<file path="config.mk">
export PLATFORM = sky130hd
export DESIGN_NAME = uart_rx
export DESIGN_NICKNAME = d
export VERILOG_FILES = /design/src/rtl/uart_pkg.sv /design/src/rtl/sync_2ff.sv /design/src/rtl/uart_rx.sv
export SDC_FILE = /design/constraint.sdc
export NUM_CORES = 1
export LEC_CHECK = 0
export ABC_AREA = 1
export CORE_AREA = 2 2 42 74
export DETAILED_ROUTE_END_ITERATION = 10
export DIE_AREA = 0 0 44 76
export GPL_TIMING_DRIVEN = 0
export PLACE_DENSITY = 0.75
export SYNTH_ARGS = -nofsm -noshare
export SYNTH_HDL_FRONTEND = slang
export SYNTH_HIERARCHICAL = 1
export SYNTH_SLANG_ARGS = --single-unit
</file>
<file path="constraint.sdc">
create_clock -name clk -period 3.55 [get_ports clk]
set_clock_uncertainty 0.1 [all_clocks]
set_input_delay 0.5325 -clock clk [delete_from_list [all_inputs] [get_ports clk]]
set_output_delay 0.5325 -clock clk [all_outputs]
set_load 0.01 [all_outputs]
</file>
<file path="src/rtl/uart_pkg.sv">
// -----------------------------------------------------------------------------
// uart_pkg
// Types and frame constants shared by the UART receive and transmit datapaths.
//   rx_state_t : receiver FSM states
//   START_BIT  : line level of a start bit
//   STOP_BIT   : line level of a stop bit (also the idle level)
// -----------------------------------------------------------------------------
package uart_pkg;

  typedef enum logic [2:0] {
    IDLE,   // line idle, waiting for a falling edge
    START,  // timing to the middle of the start bit
    DATA,   // sampling data bits, LSB first
    STOP,   // sampling the stop bit
    BREAK   // stop bit was low; wait for the line to return high
  } rx_state_t;

  localparam logic START_BIT = 1'b0;
  localparam logic STOP_BIT  = 1'b1;

endpackage : uart_pkg

</file>
<file path="src/rtl/sync_2ff.sv">
// -----------------------------------------------------------------------------
// sync_2ff
// One-bit two-flop synchronizer for bringing an asynchronous level into the
// clk domain. Both flops reset to RESET_VAL so an idle-high line does not
// look like an edge when reset is released.
//   clk  : destination clock
//   rst  : asynchronous, active-high reset
//   d_i  : asynchronous input
//   q_o  : synchronized output (second flop)
// -----------------------------------------------------------------------------
module sync_2ff #(
  parameter logic RESET_VAL = 1'b1
) (
  input  logic clk,
  input  logic rst,
  input  logic d_i,
  output logic q_o
);

  logic meta_q;
  logic sync_q;

  // NOTE: sequential state uses non-blocking assignments so every flop
  // samples the pre-edge value of its source; blocking here would collapse
  // the two stages into one.
  always_ff @(posedge clk or posedge rst) begin
    if (rst) begin
      meta_q <= RESET_VAL;
      sync_q <= RESET_VAL;
    end else begin
      meta_q <= d_i;
      sync_q <= meta_q;
    end
  end

  assign q_o = sync_q;

endmodule : sync_2ff

</file>
<file path="src/rtl/uart_rx.sv">
// -----------------------------------------------------------------------------
// uart_rx
// UART receiver: 1 start bit (0), n data bits LSB first, 1 stop bit (1).
// The serial input is synchronized, then each bit is sampled at its middle
// using a tick counter that runs over one bit period.
//
// Parameters
//   n            : data bits per frame (>= 2)
//   CLKS_PER_BIT : clk cycles per bit period (even, >= 4)
//
// Ports
//   clk       : system clock, rising edge
//   reset     : asynchronous, active-high reset
//   Rx_in     : serial line, asynchronous to clk, idles high
//   D_out     : last correctly framed data word (holds until the next one)
//   valid     : one-cycle pulse, D_out was updated this cycle
//   frame_err : one-cycle pulse, stop bit sampled low (D_out unchanged)
//   busy      : high in every state except IDLE
// -----------------------------------------------------------------------------
module uart_rx
  import uart_pkg::*;
#(
  parameter int n            = 8,
  parameter int CLKS_PER_BIT = 16
) (
  input  logic         clk,
  input  logic         reset,
  input  logic         Rx_in,
  output logic [n-1:0] D_out,
  output logic         valid,
  output logic         frame_err,
  output logic         busy
);

  localparam int TICK_W = $clog2(CLKS_PER_BIT);
  localparam int BIT_W  = $clog2(n + 1);

  // START waits half a bit so that all later samples land mid-bit.
  localparam logic [TICK_W-1:0] TICK_HALF = TICK_W'(CLKS_PER_BIT / 2 - 1);
  localparam logic [TICK_W-1:0] TICK_LAST = TICK_W'(CLKS_PER_BIT - 1);
  localparam logic [BIT_W-1:0]  BIT_LAST  = BIT_W'(n - 1);

  // ---------------------------------------------------------------------------
  // Input synchronizer
  // ---------------------------------------------------------------------------
  logic rx_s;

  sync_2ff #(
    .RESET_VAL (STOP_BIT)
  ) u_sync (
    .clk (clk),
    .rst (reset),
    .d_i (Rx_in),
    .q_o (rx_s)
  );

  // ---------------------------------------------------------------------------
  // State
  // ---------------------------------------------------------------------------
  rx_state_t         state_q,     state_d;
  logic [TICK_W-1:0] tick_q,      tick_d;
  logic [BIT_W-1:0]  bit_cnt_q,   bit_cnt_d;
  logic [n-1:0]      shreg_q,     shreg_d;
  logic [n-1:0]      d_out_q,     d_out_d;
  logic              valid_q,     valid_d;
  logic              frame_err_q, frame_err_d;

  // NOTE: the shift register is a plain datapath register, but it is small
  // and reset anyway so the whole receiver starts from a known state; only
  // D_out is architecturally visible.
  always_ff @(posedge clk or posedge reset) begin
    if (reset) begin
      state_q     <= IDLE;
      tick_q      <= '0;
      bit_cnt_q   <= '0;
      shreg_q     <= '0;
      d_out_q     <= '0;
      valid_q     <= 1'b0;
      frame_err_q <= 1'b0;
    end else begin
      state_q     <= state_d;
      tick_q      <= tick_d;
      bit_cnt_q   <= bit_cnt_d;
      shreg_q     <= shreg_d;
      d_out_q     <= d_out_d;
      valid_q     <= valid_d;
      frame_err_q <= frame_err_d;
    end
  end

  // ---------------------------------------------------------------------------
  // Next-state logic
  // ---------------------------------------------------------------------------
  // NOTE: every variable gets a default before the case statement, so no path
  // leaves a signal unassigned and no latch is inferred.
  always_comb begin
    state_d     = state_q;
    tick_d      = tick_q;
    bit_cnt_d   = bit_cnt_q;
    shreg_d     = shreg_q;
    d_out_d     = d_out_q;
    valid_d     = 1'b0;
    frame_err_d = 1'b0;

    unique case (state_q)
      IDLE: begin
        tick_d    = '0;
        bit_cnt_d = '0;
        if (rx_s == START_BIT) begin
          state_d = START;
        end
      end

      START: begin
        if (tick_q == TICK_HALF) begin
          tick_d    = '0;
          bit_cnt_d = '0;
          // A line that is already high again at mid-start was a glitch.
          state_d   = (rx_s == START_BIT) ? DATA : IDLE;
        end else begin
          tick_d = tick_q + 1'b1;
        end
      end

      DATA: begin
        if (tick_q == TICK_LAST) begin
          tick_d    = '0;
          // LSB arrives first: shift right so it ends up in bit 0.
          shreg_d   = {rx_s, shreg_q[n-1:1]};
          bit_cnt_d = bit_cnt_q + 1'b1;
          if (bit_cnt_q == BIT_LAST) begin
            state_d = STOP;
          end
        end else begin
          tick_d = tick_q + 1'b1;
        end
      end

      STOP: begin
        if (tick_q == TICK_LAST) begin
          tick_d = '0;
          if (rx_s == STOP_BIT) begin
            d_out_d = shreg_q;
            valid_d = 1'b1;
            state_d = IDLE;
          end else begin
            frame_err_d = 1'b1;
            state_d     = BREAK;
          end
        end else begin
          tick_d = tick_q + 1'b1;
        end
      end

      BREAK: begin
        // A held-low line must not be mistaken for a new start bit.
        tick_d = '0;
        if (rx_s == STOP_BIT) begin
          state_d = IDLE;
        end
      end

      default: begin
        state_d = IDLE;
      end
    endcase
  end

  // ---------------------------------------------------------------------------
  // Outputs
  // ---------------------------------------------------------------------------
  assign D_out     = d_out_q;
  assign valid     = valid_q;
  assign frame_err = frame_err_q;
  assign busy      = (state_q != IDLE);

endmodule : uart_rx

</file>
==> impl_metrics.env <==
export IMPL_r2r_end="D_out[7]"
export IMPL_finalWorstPathRequiredPeriod_ns=2.29
export IMPL_grt_max_degree=30
export IMPL_syn_inst=166
export IMPL_yosysWarnings=6
export IMPL_ios=14
export IMPL_num_rows=26
export IMPL_overflow=0
export IMPL_post_drt_via_cell_ratio=5.11
export IMPL_p_leak_nw=0.861
export IMPL_die_width_um=44
export IMPL_period_share_pct=64.5
export IMPL_drv_cap=0
export IMPL_p_switching_mw=0.349
export IMPL_maxSlewHeadroom_pct=28.0
export IMPL_track_usage_pct=20.2
export IMPL_synth_net_count=171
export IMPL_timing_final_ws_setup_ns=1.26
export IMPL_ys_types=27
export IMPL_fmax_ghz=0.437
export IMPL_setup_viol=0
export IMPL_p_seq_share_pct=43.2
export IMPL_cts_resized=0
export IMPL_tightest_slew_ns=1.08
export IMPL_final_nets=191
export IMPL_yosysTopAreaCellShare_pct=47.9
export IMPL_final_cell_mix="nand2_1, dfrtp_1, inv_1"
export IMPL_cts_root_buf="clkbuf_8"
export IMPL_yosys_area_top_type="dfrtp_1"
export IMPL_dp_hpwl_um=2030
export IMPL_h_tree_depth=2
export IMPL_grt_pass1_vias=1125
export IMPL_pwr_share_clk_pct=25.8
export IMPL_crit_path_start="state_q[1]"
export IMPL_first_pass_iters=4
export IMPL_die_y_um=76
export IMPL_crit_fanout=8
export IMPL_regToRegStartpoint="tick_q[1]"
export IMPL_end_kind="primary output"
export IMPL_cp_num_cells=4
export IMPL_numClockSinks=31
export IMPL_layout_cells_non_filler=214
export IMPL_core_area_mm2=0.00280
export IMPL_layout_commonest_cell="nand2_1"
export IMPL_comb_power_share_pct=31.0
export IMPL_arrival_ns=1.66
export IMPL_start_kind="register"
export IMPL_antenna_found_initial=0
export IMPL_port_buffers=13
export IMPL_async_reset_ff_share_pct=100
export IMPL_r2r_slack_ns=1.99
export IMPL_slowest_stage="clkdlybuf4s50_1"
export IMPL_wirelength_um=2720
export IMPL_ys_seq_area_share_pct=51.4
export IMPL_synthFlopType="dfrtp_1"
export IMPL_cts_made_buffers=5
export IMPL_slew_viol_final=0
export IMPL_setup_tns_ns=0
export IMPL_required_ns=2.92
export IMPL_run_status="finished, final reports clean"
export IMPL_avgRoutedWirePerCell_um=12.7
export IMPL_place_congestion=0.723
export IMPL_drc_errors=0
export IMPL_postCtsSetupRepairBufs=0
export IMPL_synth_edf_count=0
export IMPL_drive_above_1_share_pct=22.0
export IMPL_drtAntennaViolNets=0
export IMPL_dpl_cell_count=207
export IMPL_areaGrowthSynthToFinish_pct=16.0
export IMPL_hp_class="register to register"
export IMPL_ir_drop_v=0.000357
export IMPL_cts_clk_slew_worst_paths_ns=0.06
export IMPL_nFillCells=227
export IMPL_vias=1094
export IMPL_path_class="register to primary output"
export IMPL_cell_internal_pwr_mw=0.633
export IMPL_cpPeakStageDelay_ns=0.48
export IMPL_r2r_cells=7
export IMPL_post_place_ws_ns=1.54
export IMPL_worstPathCellList="buf_4 -> nor2_1 -> nand2_1 -> clkdlybuf4s50_1"
export IMPL_hold_violations=0
export IMPL_synth_area_leaders="dfrtp_1, nand2_1, o21ai_2"
export IMPL_grt_pass1_wl_um=5020
export IMPL_crit_family="buffers and inverters"
export IMPL_synth_avg_cell_area_um2=9.12
export IMPL_cts_tree="done"
export IMPL_diodes=0
export IMPL_cts_hold_buf=0
export IMPL_rsz0062_at_grt="false"
export IMPL_ys_seq_elements=31
export IMPL_pwr_density_cell_mw_per_mm2=559
export IMPL_critPathBufInv=2
export IMPL_floorplan_initialDensity_pct=54.1
export IMPL_syn_area_mm2=0.00151
export IMPL_switching_share_pct=35.6
export IMPL_cp_endpoint="busy"
export IMPL_die_area_mm2=0.00334
export IMPL_clockBufferDepth=2
export IMPL_drt_initial_drc_count=18
export IMPL_worstSkewPairLatency_ns=0.28
[power by group through the flow]
| stage | sequential [mW] | clock [mW] | combinational [mW] |
|---|---|---|---|
| detailed placement | 0.431 | 0 | 0.309 |
| finish | 0.424 | 0.253 | 0.305 |
| global placement | 0.429 | 0 | 0.296 |
| CTS | 0.425 | 0.264 | 0.309 |
| global route | 0.431 | 0.280 | 0.352 |
| floorplan | 0.423 | 0 | 0.245 |
[cell type report]
class	instances	area (um^2)	area share, %
Buffer	3	30.0	1.71
Clock buffer	7	76.3	4.35
Inverter	21	78.8	4.49
Multi-Input combinational cell	111	627	35.7
Sequential cell	31	778	44.3
Tap cell	28	35.0	2.00
Timing Repair Buffer	13	130	7.41
[per-layer routing]
metal	routed length [um]	global-route usage (%)
met1	1020	23.0
met2	1570	34.3
met3	69	4.50
met4	68	9.09
met5	0	0
[logic make-up (layout without fill, tap and decap cells)]
logic type	count (synthesis)	count (layout)	synth area share, %
AND/OR/NAND/NOR	85	85	28.1
flip-flops	31	31	51.4
buffers and inverters	24	44	7.19
AO/OA/AOI/OAI	23	23	11.1
adder cells (fa/ha/maj)	2	2	1.65
XOR/XNOR	1	1	0.579
[synth_stat cells, types with 2 or more instances]
cell and number:
ha_1 2, nand3_4 2, nor2_2 5, inv_1 17, nand2_1 46, o21ai_2 12, dfstp_2 2, nand4_1 2
nand2_2 3, inv_2 3, a21oi_1 3, dfrtp_1 29, o21ai_1 6, buf_6 2, nor2_1 12, nand3_1 9
[per-stage QoR]
step	cell area (um^2)	util (%)	hold WS (ns)	power (mW)
after global placement	1680	60.0	0.248	0.725
after detailed placement	1680	60.0	0.251	0.740
after CTS	1760	62.7	0.262	0.998
after global routing	1760	62.7	0.266	1.06
after floorplan	1510	-	0.245	0.669
final	1760	62.7	0.263	0.982
[flip-flops by register name, summed over array words and instances, names as in the netlist]
name	flops
u_sync/q_o	1
u_sync/meta_q	1
shreg_q	8
valid	1
state_q	3
D_out	8
frame_err	1
bit_cnt_q	4
tick_q	4
[worst min-delay path by stage]
stage                             start         end  slack (ns)  cells past startpoint
after floorplan           u_sync/meta_q  u_sync/q_o        0.25                      0
after global placement    u_sync/meta_q  u_sync/q_o        0.25                      0
after detailed placement  u_sync/meta_q  u_sync/q_o        0.25                      0
after CTS                 u_sync/meta_q  u_sync/q_o        0.26                      0
after global routing      u_sync/meta_q  u_sync/q_o        0.27                      0
final                     u_sync/meta_q  u_sync/q_o        0.26                      0
Power figures use the tool's default switching activity.
==> variant 1: new RTL, same flow settings <==
Change the parameter `CLKS_PER_BIT` from 16 to 32.
--- a/src/rtl/uart_rx.sv
+++ b/src/rtl/uart_rx.sv
@@ -23,3 +23,3 @@
   parameter int n            = 8,
-  parameter int CLKS_PER_BIT = 16
+  parameter int CLKS_PER_BIT = 32
 ) (
Function: no difference found for any inputs over 10 cycles, from zero or initial values and one cycle with reset high; that may be too few to reach the edited logic, so the function may still have changed.
==> variant 1 against the unedited design <==
Via count up 8.4%; synthesized cell count up 8.4%; maximum frequency rose by 4.6%; final area rose by 4.0%; count of clock-buffer cells in the layout stayed put; synthesized area up 4.3%; routed wire length is 10% higher; sequential cell count is 1 higher; total power is 3.6% higher; clock power grew 5%; cell count increased by 7.0%; setup slack gained 0.10 ns; largest cell class unchanged; largest power group unchanged; highest routed layer unchanged.
==> variant 1: results <==
metrics = {
    "grt": {
        "antenna_found_initial": 0,
        "grt_pass1_vias": 1299,
        "grt_pass1_wl_um": 5490,
        "grt_max_degree": 31,
        "grtUsageTotal_pct": 21.5,
    },
    "route": {
        "vias_per_cell": 5.18,
        "first_iter_violations": 28,
        "drtPass1Iterations": 4,
        "totalWireLength_um": 3000,
    },
    "power_and_ir_drop": {
        "switching_share_pct": 36.3,
        "vdd_drop_max_mv": 0.452,
        "comb_power_share_pct": 31.2,
        "comb-power_mw": 0.317,
        "clock_power_mw": 0.266,
        "p_leak_nw": 0.924,
    },
    "clock_tree": {
        "htreeDepth": 2,
        "path_clk_slew_ns": 0.06,
        "clock_path_buffers": 2,
        "cts_setup_buffers": 0,
        "clk_latency_ns": 0.28,
        "cts_resized": 0,
        "root_buffer": "clkbuf_8",
        "cts_made_buffers": 5,
    },
    "min_path": {
        "hold_depth": 0,
        "hold_path_startpoint": "u_sync/meta_q$_DFF_PP1_",
        "hold_end": "u_sync/q_o$_DFF_PP1_",
        "hold_path.class": "reg2reg",
    },
    "status": {
        "outcome": "completed",
    },
    "critical_path": {
        "endpoint": "busy",
        "critPathMaxStageDelay_ns": 0.48,
        "reg2reg_setup_slack_ns": 1.53,
        "slowest_stage": "clkdlybuf4s50_1",
        "timing.rr.start": "tick_q[1]$_DFFE_PP0P_",
        "path_delay_family": "buffers and inverters",
        "reg2reg_to": "bit_cnt_q[1]$_DFFE_PP0P_",
        "rr_worst_depth": 11,
        "worstPathArrival_ns": 1.56,
        "path_max_fanout": 8,
        "startpoint": "state_q[1]$_DFFE_PP0P_",
    },
    "finish": {
        "diodes": 0,
        "layout-drive-gt1-share_pct": 19.9,
        "layout.nets": 208,
    },
    "synth": {
        "synth-seq-area-share_pct": 50.9,
        "synth_nets": 188,
        "async_flop_share_pct": 100,
        "synth_warnings": 6,
        "synth.distinct_cells": 22,
        "synthTopCellsByCount": "57 x nand2_1, 30 x dfrtp_1, 21 x inv_1, 15 x o21ai_2, 11 x nor2_1",
        "ys.flop_type": "dfrtp_1",
        "synth_area_leaders": "dfrtp_1 48%, nand2_1 14%, o21ai_2 8.3%, inv_1 5.0%, ha_1 4.0%",
    },
    "placement": {
        "dpl.hpwl_um": 2230,
        "gp_congestion": 0.896,
        "io_buffers": 13,
    },
    "timing": {
        "hold_slack_ns": 0.263,
        "slew_headroom_pct": 23.9,
    },
}
## variant 1: cell count changes in the layout (fill, tap and decap cells not counted), sizes merged, moves of 2 or more
cell   before  now
inv        20   26
xor2        1    3
o21ai      18   21
nand2      50   60
ha          2    5
a21oi       4    1
nor2       19   15
## variant 1: per-layer routing
| layer | vias to the layer above | GRT usage, % | share of wire (%) |
|---|---|---|---|
| met5 | - | 0 | 0 |
| met4 | 0 | 10.3 | 2.2 |
| met3 | 7 | 4.98 | 3.2 |
| met2 | 27 | 35.9 | 54 |
| met1 | 558 | 24.7 | 40 |
| li1 | 594 | - | - |
## variant 1: kinds of logic (layout without fill, tap and decap cells)
kind of cell               count (synthesis)  in the layout  synth area share (%)
AOI/OAI and AO/OA                         23             23                  11.1
xor gates and xnor gates                   3              3                  1.66
adders and majority gates                  5              5                  3.96
buffers and inverters                     30             51                  8.64
DFF                                       32             32                  50.9
and+or+nand+nor                           87             87                  23.8
## variant 1: final cells by class
class                           instances  area (um^2)
Sequential cell                        32          803
Inverter                               26         97.6
Tap cell                               28         35.0
Clock inverter                          1         5.00
Clock buffer                            7         76.3
Timing Repair Buffer                   13          130
Fill cell                             231          972
Buffer                                  4         38.8
Multi-Input combinational cell        118          639
## variant 1: stage by stage
step | worst slack [ns] | util [%] | area, um^2 | instances
floorplan | 1.81 | - | 1580 | 180
global placement | 1.53 | 62.3 | 1740 | 221
detailed placement | 1.49 | 62.3 | 1740 | 221
CTS | 1.35 | 65.3 | 1830 | 229
global route | 1.30 | 65.3 | 1830 | 229
finish | 1.36 | 65.3 | 1830 | 229
==> variant 2: new RTL, same settings <==
Without the edit above. The 5 states of `rx_state_t` get a one-hot encoding in 5 bits.
--- a/src/rtl/uart_pkg.sv
+++ b/src/rtl/uart_pkg.sv
@@ -9,8 +9,8 @@
 
-  typedef enum logic [2:0] {
-    IDLE,   // line idle, waiting for a falling edge
-    START,  // timing to the middle of the start bit
-    DATA,   // sampling data bits, LSB first
-    STOP,   // sampling the stop bit
-    BREAK   // stop bit was low; wait for the line to return high
+  typedef enum logic [4:0] {
+    IDLE  = 5'b00001,   // line idle, waiting for a falling edge
+    START = 5'b00010,  // timing to the middle of the start bit
+    DATA  = 5'b00100,   // sampling data bits, LSB first
+    STOP  = 5'b01000,   // sampling the stop bit
+    BREAK = 5'b10000   // stop bit was low; wait for the line to return high
   } rx_state_t;
Function: same outputs for any inputs over 10 cycles, from zero or initial values and one cycle with reset high; not proved beyond that.
==> variant 2 against the unedited design <==
Setup slack lost 0.033 ns; routed wire length grew 26%; final area grew 16%; sequential share of layout area shrank 3.5 points; worst hold slack is essentially flat; first-iteration DRC count grew 89%; critical path type unchanged; global-route usage grew 3.5 points; synthesized area grew 18%; sequential cell count grew 2.
Power is not compared: it rests on default switching activity, and its combinational part moved more than twofold at a synthesized area within 25%.
==> variant 2: results <==
metrics = {
    "clock_tree": {
        "htreeDepth": 2,
        "path_clk_slew_ns": 0.06,
    },
    "grt": {
        "grt_util_met3_pct": 3.08,
        "grtUsageTotal_pct": 23.7,
        "grt_max_degree": 32,
        "grt.met1_usage_pct": 27.4,
        "grt_pass1_wl_um": 6080,
        "use_met2_pct": 41.3,
    },
    "status": {
        "outcome": "completed",
    },
    "synth": {
        "synth_warnings": 6,
        "synth_compound_area_share_pct": 7.03,
        "synth-seq-area-share_pct": 46.6,
        "synth-xor-area-share_pct": 1.48,
        "synth_area_leaders": "dfrtp_1 42%, nand2_1 13%, dfstp_2 4.4%, nand3_1 4.2%, o21ai_2 3.9%",
        "synthAdderAreaFrac_pct": 1.41,
        "synth_nets": 211,
        "synthTopCellsByCount": "63 x nand2_1, 30 x dfrtp_1, 17 x inv_1, 15 x nand3_1, 15 x nor2_1",
    },
    "timing": {
        "worstMarginPinSlew_ns": 1.14,
    },
    "power_and_ir_drop": {
        "vdd_drop_max_mv": 0.523,
        "switching_share_pct": 42.4,
    },
    "placement": {
        "dpl.hpwl_um": 2680,
        "placed_cell_area_mm2": 0.00194,
        "gp_congestion": 0.894,
    },
    "critical_path": {
        "critPathMaxStageDelay_ns": 0.57,
        "worstPathArrival_ns": 1.69,
        "path_max_fanout": 3,
        "slowest_stage": "dfstp_2",
    },
    "route": {
        "vias": 1362,
        "drtPass1Iterations": 4,
        "wire_per_inst_um": 13.5,
        "first_iter_violations": 34,
    },
    "finish": {
        "layout-drive-gt1-share_pct": 21.7,
        "fillers": 220,
        "layout.nets": 231,
    },
}
==> variant 2: worst paths after layout <==
check                                         from                      end  slack [ns]  cells past startpoint
max                         state_q[0]$_DFFE_PP1P_                     busy        1.23                      4
min                        u_sync/meta_q$_DFF_PP1_     u_sync/q_o$_DFF_PP1_        0.26                      0
max reg2reg                  tick_q[0]$_DFFE_PP0P_     D_out[0]$_DFFE_PP0P_        1.83                      7
min reg2reg                u_sync/meta_q$_DFF_PP1_     u_sync/q_o$_DFF_PP1_        0.26                      0
max in group asynchronous                    reset   shreg_q[3]$_DFFE_PP0P_        1.88                      2
min in group asynchronous                    reset  u_sync/meta_q$_DFF_PP1_        0.51                      2
==> variant 2: power groups by stage <==
stage	Sequential (mW)	Combinational (mW)	Clock, mW
final	0.477	0.625	0.276
after global routing	0.487	0.700	0.296
after CTS	0.476	0.635	0.282
after detailed placement	0.483	0.633	0
after global placement	0.479	0.604	0
after floorplan	0.472	0.520	0
==> variant 2: layout make-up <==
cell class | count | share of cell area [%]
Buffer | 3 | 1.36
Clock buffer | 7 | 4.25
Inverter | 24 | 4.56
Multi-Input combinational cell | 146 | 40.9
Sequential cell | 33 | 40.9
Tap cell | 28 | 1.73
Timing Repair Buffer | 13 | 6.41
==> variant 2: metrics by stage <==
step / instances / power, mW / util, % / setup WS (ns)
floorplan: 206 / 0.993 / - / 2.03
global placement: 247 / 1.08 / 69.5 / 1.54
detailed placement: 247 / 1.12 / 69.5 / 1.49
CTS: 254 / 1.39 / 72.6 / 1.22
global route: 254 / 1.48 / 72.6 / 1.12
finish: 254 / 1.38 / 72.6 / 1.23
==> variant 2: metal layers <==
layer  share of wire (%)  vias to the layer above
li1                    -                      686
met1                  38                      640
met2                  57                       28
met3                 2.6                        8
met4                 2.8                        0
met5                   0                        -
